$ cat src/rtl/sram_bus_pkg.sv
// Shared definitions for the core-bus SRAM responder and its helpers.
// Holds the bus widths, the FSM state type and the wait-parameter legality check.
package sram_bus_pkg;

    localparam int unsigned BUS_AW = 24;
    localparam int unsigned BUS_DW = 16;

    typedef enum logic [2:0] {
        IDLE,
        RD,
        WR,
        WR_REC,
        DONE
    } state_t;

    // Wait counts must fit the 4-bit timer and be at least one cycle.
    function automatic bit wait_legal(input int unsigned w);
        return (w >= 1) && (w <= 15);
    endfunction

endpackage

$ cat src/rtl/sram_wait_timer.sv
// 4-bit loadable down-counter with a zero flag, used to time SRAM strobes.
// It stops at zero rather than wrapping.
module sram_wait_timer (
    input  logic       clk,
    input  logic       rst,
    input  logic       load,
    input  logic       en,
    input  logic [3:0] load_value,
    output logic       zero
);

    logic [3:0] count;

    always_ff @(posedge clk or posedge rst) begin
        if (rst) begin
            count <= '0;
        end else if (load) begin
            count <= load_value;
        end else if (en && (count != '0)) begin
            count <= count - 4'd1;
        end
    end

    assign zero = (count == '0);

endmodule

$ cat src/rtl/sram_responder.sv
// Core-bus responder driving a 16-bit asynchronous SRAM with programmable wait cycles.
// core_hold decodes from registered state only, so req never reaches it combinationally.
module sram_responder
    import sram_bus_pkg::*;
#(
    parameter int unsigned RD_WAIT = 4,
    parameter int unsigned WR_WAIT = 4,
    parameter int unsigned MEM_AW  = 23
) (
    input  logic              clk,
    input  logic              rst,
    input  logic              req,
    input  logic [BUS_AW-1:0] addr,
    input  logic              write_enable,
    input  logic [BUS_DW-1:0] write_data,
    output logic [BUS_DW-1:0] read_data,
    output logic              core_hold,
    output logic [MEM_AW-1:0] mem_addr,
    output logic [BUS_DW-1:0] mem_dq_out,
    input  logic [BUS_DW-1:0] mem_dq_in,
    output logic              mem_dq_oe,
    output logic              mem_ce_n,
    output logic              mem_oe_n,
    output logic              mem_we_n
);

    if (!wait_legal(RD_WAIT)) begin : g_bad_rd_wait
        $error("RD_WAIT must be in 1..15");
    end
    if (!wait_legal(WR_WAIT)) begin : g_bad_wr_wait
        $error("WR_WAIT must be in 1..15");
    end
    if ((MEM_AW < 1) || (MEM_AW > BUS_AW)) begin : g_bad_mem_aw
        $error("MEM_AW must be in 1..BUS_AW");
    end

    state_t     state;
    logic       accept;
    logic       in_range;
    logic       timer_load;
    logic       timer_en;
    logic       timer_zero;
    logic [3:0] timer_value;

    assign accept      = ((state == IDLE) || (state == DONE)) && req;
    assign in_range    = ((addr >> MEM_AW) == '0);
    assign timer_load  = accept && in_range;
    assign timer_en    = (state == RD) || (state == WR);
    assign timer_value = write_enable ? 4'(WR_WAIT - 1) : 4'(RD_WAIT - 1);
    assign core_hold   = (state == RD) || (state == WR) || (state == WR_REC);

    sram_wait_timer u_timer (
        .clk        (clk),
        .rst        (rst),
        .load       (timer_load),
        .en         (timer_en),
        .load_value (timer_value),
        .zero       (timer_zero)
    );

    always_ff @(posedge clk or posedge rst) begin
        if (rst) begin
            state      <= IDLE;
            read_data  <= '0;
            mem_addr   <= '0;
            mem_dq_out <= '0;
            mem_dq_oe  <= 1'b0;
            mem_ce_n   <= 1'b1;
            mem_oe_n   <= 1'b1;
            mem_we_n   <= 1'b1;
        end else begin
            case (state)
                IDLE, DONE: begin
                    mem_ce_n  <= 1'b1;
                    mem_oe_n  <= 1'b1;
                    mem_we_n  <= 1'b1;
                    mem_dq_oe <= 1'b0;
                    state     <= IDLE;
                    if (req) begin
                        mem_addr <= addr[MEM_AW-1:0];
                        if (!in_range) begin
                            // Out-of-range: no SRAM cycle, reads return zero, writes vanish.
                            state <= DONE;
                            if (!write_enable) begin
                                read_data <= '0;
                            end
                        end else if (write_enable) begin
                            state      <= WR;
                            mem_dq_out <= write_data;
                            mem_ce_n   <= 1'b0;
                            mem_we_n   <= 1'b0;
                            mem_dq_oe  <= 1'b1;
                        end else begin
                            state    <= RD;
                            mem_ce_n <= 1'b0;
                            mem_oe_n <= 1'b0;
                        end
                    end
                end
                RD: begin
                    if (timer_zero) begin
                        read_data <= mem_dq_in;
                        mem_ce_n  <= 1'b1;
                        mem_oe_n  <= 1'b1;
                        state     <= DONE;
                    end
                end
                WR: begin
                    if (timer_zero) begin
                        mem_ce_n <= 1'b1;
                        mem_we_n <= 1'b1;
                        state    <= WR_REC;
                    end
                end
                WR_REC: begin
                    // Data and address stay driven one extra cycle after we_n rises.
                    mem_dq_oe <= 1'b0;
                    state     <= DONE;
                end
                default: begin
                    state <= IDLE;
                end
            endcase
        end
    end

endmodule

$ cat config.mk
export PLATFORM = sky130hd
export DESIGN_NAME = sram_responder
export DESIGN_NICKNAME = d
export VERILOG_FILES = /design/src/rtl/sram_bus_pkg.sv /design/src/rtl/sram_wait_timer.sv /design/src/rtl/sram_responder.sv
export SDC_FILE = /design/constraint.sdc
export NUM_CORES = 1
export LEC_CHECK = 0
export BUFFER_PORTS_ARGS = -buffer_cell sky130_fd_sc_hd__buf_2
export CAP_MARGIN = 20
export CORE_ASPECT_RATIO = 1.25
export CORE_UTILIZATION = 51
export DETAILED_ROUTE_END_ITERATION = 8
export GPL_TIMING_DRIVEN = 0
export MAX_ROUTING_LAYER = met4
export PLACE_DENSITY = 0.85
export SLEW_MARGIN = 20
export SYNTH_ARGS = -nofsm -noshare
export SYNTH_HDL_FRONTEND = slang
export SYNTH_HIERARCHICAL = 1
export SYNTH_SLANG_ARGS = --single-unit
$ cat constraint.sdc
create_clock -name clk -period 5.1 [get_ports clk]
set_clock_uncertainty 0.2 [all_clocks]
set_input_delay 0.51 -clock clk [delete_from_list [all_inputs] [get_ports clk]]
set_output_delay 0.51 -clock clk [all_outputs]
set_load 0.05 [all_outputs]
# ---- Word level (Yosys, flattened, before mapping)
# Index checks and enable logic that the tools add are counted.
dict set report classes {
  addsub 1
  reduce_logical 24
  eq_ne 10
  mux 28
}
# op count
set ops {}
lappend ops {{$mux W16} 4}
lappend ops {{$pmux W16 S2} 1}
lappend ops {{$logic_not A24 Y1} 1}
lappend ops {{$mux W3} 4}
lappend ops {{$pmux W3 S4} 1}
lappend ops {{$mux W1} 11}
lappend ops {{$ne A2 B2 Y1 const B} 5}
lappend ops {{$reduce_and A2 Y1} 5}
lappend ops {{$reduce_bool A2 Y1} 5}
lappend ops {{$mux W4} 2}
lappend ops {{$pmux W1 S2} 4}
lappend ops {{$eq A3 B2 Y1 const B} 2}
lappend ops {{$reduce_and A5 Y1} 1}
lappend ops {{$logic_not A4 Y1} 1}
lappend ops {{$reduce_and A4 Y1} 1}
lappend ops {{$reduce_bool A4 Y1} 1}
lappend ops {{$reduce_or A2 Y1} 2}
lappend ops {{$sub A4 B1 Y4 const B} 1}
lappend ops {{$eq A3 B1 Y1 const B} 1}
lappend ops {{$eq A3 B3 Y1 const B} 1}
lappend ops {{$logic_and A1 B1 Y1} 3}
lappend ops {{$logic_not A3 Y1} 1}
lappend ops {{$logic_or A1 B1 Y1} 3}
lappend ops {{$mux W2} 1}
lappend ops {{$ne A2 B1 Y1 const B} 1}
dict set report word_totals {
  elab_cells 72
  reg_bits 66
}

# ---- Longest topological paths before layout
dict set report logic_depth {
  word_depth 5
  mapped_depth 9
}

# ---- By module
# Netlist, hierarchy kept.
# module area_per_inst_um2 n_inst cells_per_inst
set by_module_without_submodules {}
lappend by_module_without_submodules {sram_responder 2572.5 1 190}
lappend by_module_without_submodules {sram_wait_timer 261.5 1 28}

# ---- Least setup slack after synthesis
# Ideal clock, no wire load.
dict set report synth_timing {
  path_kind {register to register}
  from {register u_timer.count[0]}
  to {register read_data[0]}
  path_stages_with_launch 10
  arrival_ps 1965
  slack_ps 2852
  required_time_ps 4817
  setup_ps 83
  path_cell_list {dfrtp_1 -> inv_1 -> ha_1 -> or3b_4 -> inv_1 -> nor4bb_1 -> clkbuf_1 -> buf_2 -> a32oi_1 -> o21ai_0}
}
dict set report synth_between {
  elab_chain_len 3
}
# item line_no
set synth_lines {}
lappend synth_lines {{start, declared} sram_wait_timer.sv:12} ;# logic [3:0] count;
lappend synth_lines {{start signal, assigned} sram_wait_timer.sv:18} ;# count <= load_value;
lappend synth_lines {{start signal, assigned} sram_wait_timer.sv:20} ;# count <= count - 4'd1;
lappend synth_lines {{$logic_not A4 Y1} sram_wait_timer.sv:24} ;# assign zero = (count == '0);
lappend synth_lines {{via timer_zero} sram_responder.sv:42} ;# logic timer_zero;
lappend synth_lines {{$ne A2 B2 Y1 (no line)} --}
lappend synth_lines {{$reduce_and A5 Y1 (no line)} --}
lappend synth_lines {{end signal, assigned} sram_responder.sv:102} ;# read_data <= mem_dq_in;
lappend synth_lines {{end, declared} sram_responder.sv:16} ;# output logic [BUS_DW-1:0] read_data,
# The timed path passes the listed nets, and every way through them passes these cells.
# A chain may end at the register's enable or synchronous reset.

# ---- Worst setup path in the final report
dict set report layout_timing {
  from {register u_timer.count[0]}
  to {register read_data[7]}
}
# Same word-level chain as after synthesis.

==> impl_metrics.tcl <==
set metrics [dict create \
    synth_edf_count 0 \
    path_common_cell "inv_1" \
    gp_congestion 0.791 \
    nets 413 \
    cts_tree "built" \
    final-setup-viol-count 0 \
    synthTopCellsByCount "dfrtp_1, mux2_2, inv_1" \
    port_buffers 119 \
    grt_max_degree 33 \
    area_growth_syn_to_layout_pct 33.3 \
    drv_slew 0 \
    use_met1_pct 25.0 \
    hpwl_um 4430 \
    rsz0062_at_grt "false" \
    slowest_stage "a21oi_1" \
    route.detailed.drc 0 \
    p_leak_nw 1.88 \
    clock-sinks 66 \
    status "complete, no violations" \
    grt_pass1_wl_um 9540 \
    crit_buf_inv 3 \
    gr-usage-met2_pct 38.7 \
    hold_class "in -> reg" \
    critPathLaunchType "flop" \
    design_area_um2 3780 \
    fmax_mhz 369 \
    synth.top_cell.area_share_pct 55.6 \
    drt_iter0_drc 98 \
    path_depth 8 \
    crit_chain "inv_1 > ha_1 > or3b_4 > inv_1 > nand2b_1 > a21oi_1 > clkbuf_1 > o21ai_0" \
    post_cts_buffers 0 \
    synthCells 218 \
    layout-drive-gt1-share_pct 54.1 \
    cap_violations 0 \
    dieArea_um2 5860 \
    synth_seq_area_share_pct 58.4 \
    wl_um 6000 \
    yosysWarnings 6 \
    reg2reg_depth 8 \
    diodes 0 \
    ios 120 \
    min_from "mem_dq_in[8]" \
    holdPathEnd "read_data[8]$_DFFE_PP0P_" \
    die_w_um 68.7 \
    arrival_ns 2.72 \
    worstPathRequired_ns 5.11 \
    finalCriticalPeriod_ns 2.71 \
    powerDensity_nw_per_um2 766 \
    antenna_found_initial 0 \
    grt_pass1_vias 2210 \
    synth.area.top_cells "dfrtp_1, mux2_2, a32oi_1" \
    grtUsageMet3_pct 4.30 \
    grt_use_total_pct 22.7 \
    rr_endpoint "read_data[7]$_DFFE_PP0P_" \
    ys_ff_latch 66 \
    ff2ff_setup_slack_ns 2.39 \
    overflow 0 \
    insertion_delay_ns 0.34 \
    ant_nets 0 \
    finalHoldViolations 0 \
    period_share_pct 53.2 \
    r2r_start "u_timer/count[0]$_DFFE_PP0P_" \
    critPathKind "reg -> reg" \
    cts_buffers 9 \
    cp_top_family "compound AO/OA/AOI/OAI gates" \
    fp.dieH_um 85.3 \
    htreeDepth 3 \
    ir_drop_mv 0.517 \
    yosysMostFrequentCell "dfrtp_1" \
    setup_tns_ns 0 \
    crit_fanout 10 \
    netlist_area_um2 2830 \
    cp-end-kind "flop" \
    dr_total_vias 2197 \
    maxSlewHeadroom_pct 60.3 \
    tightest_slew_ns 0.596 \
    wl_per_cell_um 14.2 \
    holdPathStages 3 \
    rows 30 \
    start_util_pct 52.4 \
    max-clock-path-buffers 2 \
    busiest_layer "met2" \
    synth_top_area_cell "dfrtp_1" \
    clock-root-buffer "clkbuf_8" \
    place_area_um2 3540 \
    total_power_mw 2.89 \
    synthDistinctLibCells 39 \
    drt-vias-per-instance 5.22 \
    max_stage_delay_ns 0.52 \
    avgSynthCellArea_um2 13.0 \
    synthArstFlopShare_pct 100 \
    core-area_um2 5410 \
    path_clk_slew_ns 0.08 \
    synthFlopType "dfrtp_1" \
    drt_pass1_iterations 4 \
]
==> routing by layer <==
metal / up-vias / routed length, um
li1: 1039 / -
met1: 1071 / 2450
met2: 81 / 3170
met3: 6 / 328
met4: 0 / 49
met5: - / 0
==> repair_timing <==
item / CTS / global route
hold buffers: 1 / 0
endpoints found under the hold margin: 34 / 0
resized for setup: 0 / 0
==> power breakdown <==
part	leakage [nW]	switching [mW]	total, mW	internal [mW]
combinational	0.953	1.08	1.52	0.442
clock	0.112	0.201	0.490	0.289
sequential	0.811	0.126	0.881	0.755
==> placed cells by master, fill, tap and decap left out, types with 7 or more instances in the layout <==
cell type and instances:
buf_2 123, dfrtp_1 63, mux2_2 33, inv_1 20, o21ai_0 19, a32oi_1 16, clkbuf_8 10, mux2_4 7
==> per-stage QoR <==
step | utilization [%] | setup WS (ns) | hold slack, ns | instances
after global routing | 69.9 | 2.15 | 0.188 | 421
after detailed placement | 65.5 | 2.37 | 0.242 | 404
after global placement | 65.1 | 2.11 | 0.210 | 403
final | 69.9 | 2.39 | 0.187 | 421
after floorplan | - | 2.85 | 0.0761 | 220
after CTS | 69.9 | 2.35 | 0.179 | 421
==> sequential cells by signal (all words and copies together) (netlist names) <==
signal         count
mem_dq_oe          1
mem_oe_n           1
mem_dq_out        16
mem_we_n           1
read_data         16
state              3
mem_addr          23
mem_ce_n           1
u_timer/count      4
==> worst max path at each step <==
stage	start	to	slack, ns
detailed placement	u_timer/count[0]$_DFFE_PP0P_	read_data[7]$_DFFE_PP0P_	2.37
global placement	rst	mem_addr[19]$_DFFE_PP0P_	2.11
global route	u_timer/count[0]$_DFFE_PP0P_	read_data[0]$_DFFE_PP0P_	2.15
finish	u_timer/count[0]$_DFFE_PP0P_	read_data[7]$_DFFE_PP0P_	2.39
floorplan	rst	mem_addr[0]$_DFFE_PP0P_	2.85
CTS	u_timer/count[0]$_DFFE_PP0P_	read_data[7]$_DFFE_PP0P_	2.35
==> worst reg2reg max path, cell delays in order (launching register included) <==
cell      delay, ns
dfrtp_1        0.39
inv_1          0.11
ha_1           0.21
or3b_4         0.42
inv_1          0.13
nand2b_1       0.12
a21oi_1        0.52
clkbuf_1       0.34
o21ai_0        0.14
==> kinds of logic after synthesis <==
| logic type | after synthesis | synth area share [%] |
|---|---|---|
| and+or+nand+nor | 26 | 6.89 |
| buffers and inverters | 33 | 5.21 |
| muxes | 40 | 16.8 |
| DFF | 66 | 58.4 |
| other | 2 | 0.265 |
| AOI/OAI and AO/OA | 50 | 12.0 |
| adders and majority gates | 1 | 0.441 |
==> area by class of cell <==
type | count | area (um2)
flip-flops and latches | 66 | 1660
multi-input cells | 121 | 1040
repair buffers | 121 | 626
clock buffers | 10 | 138
fillers | 422 | 1630
plain buffers | 12 | 68.8
inverters | 21 | 81.3
clock inverters | 6 | 90.1
well taps | 64 | 80.1
(Power assumes the default switching activity.)
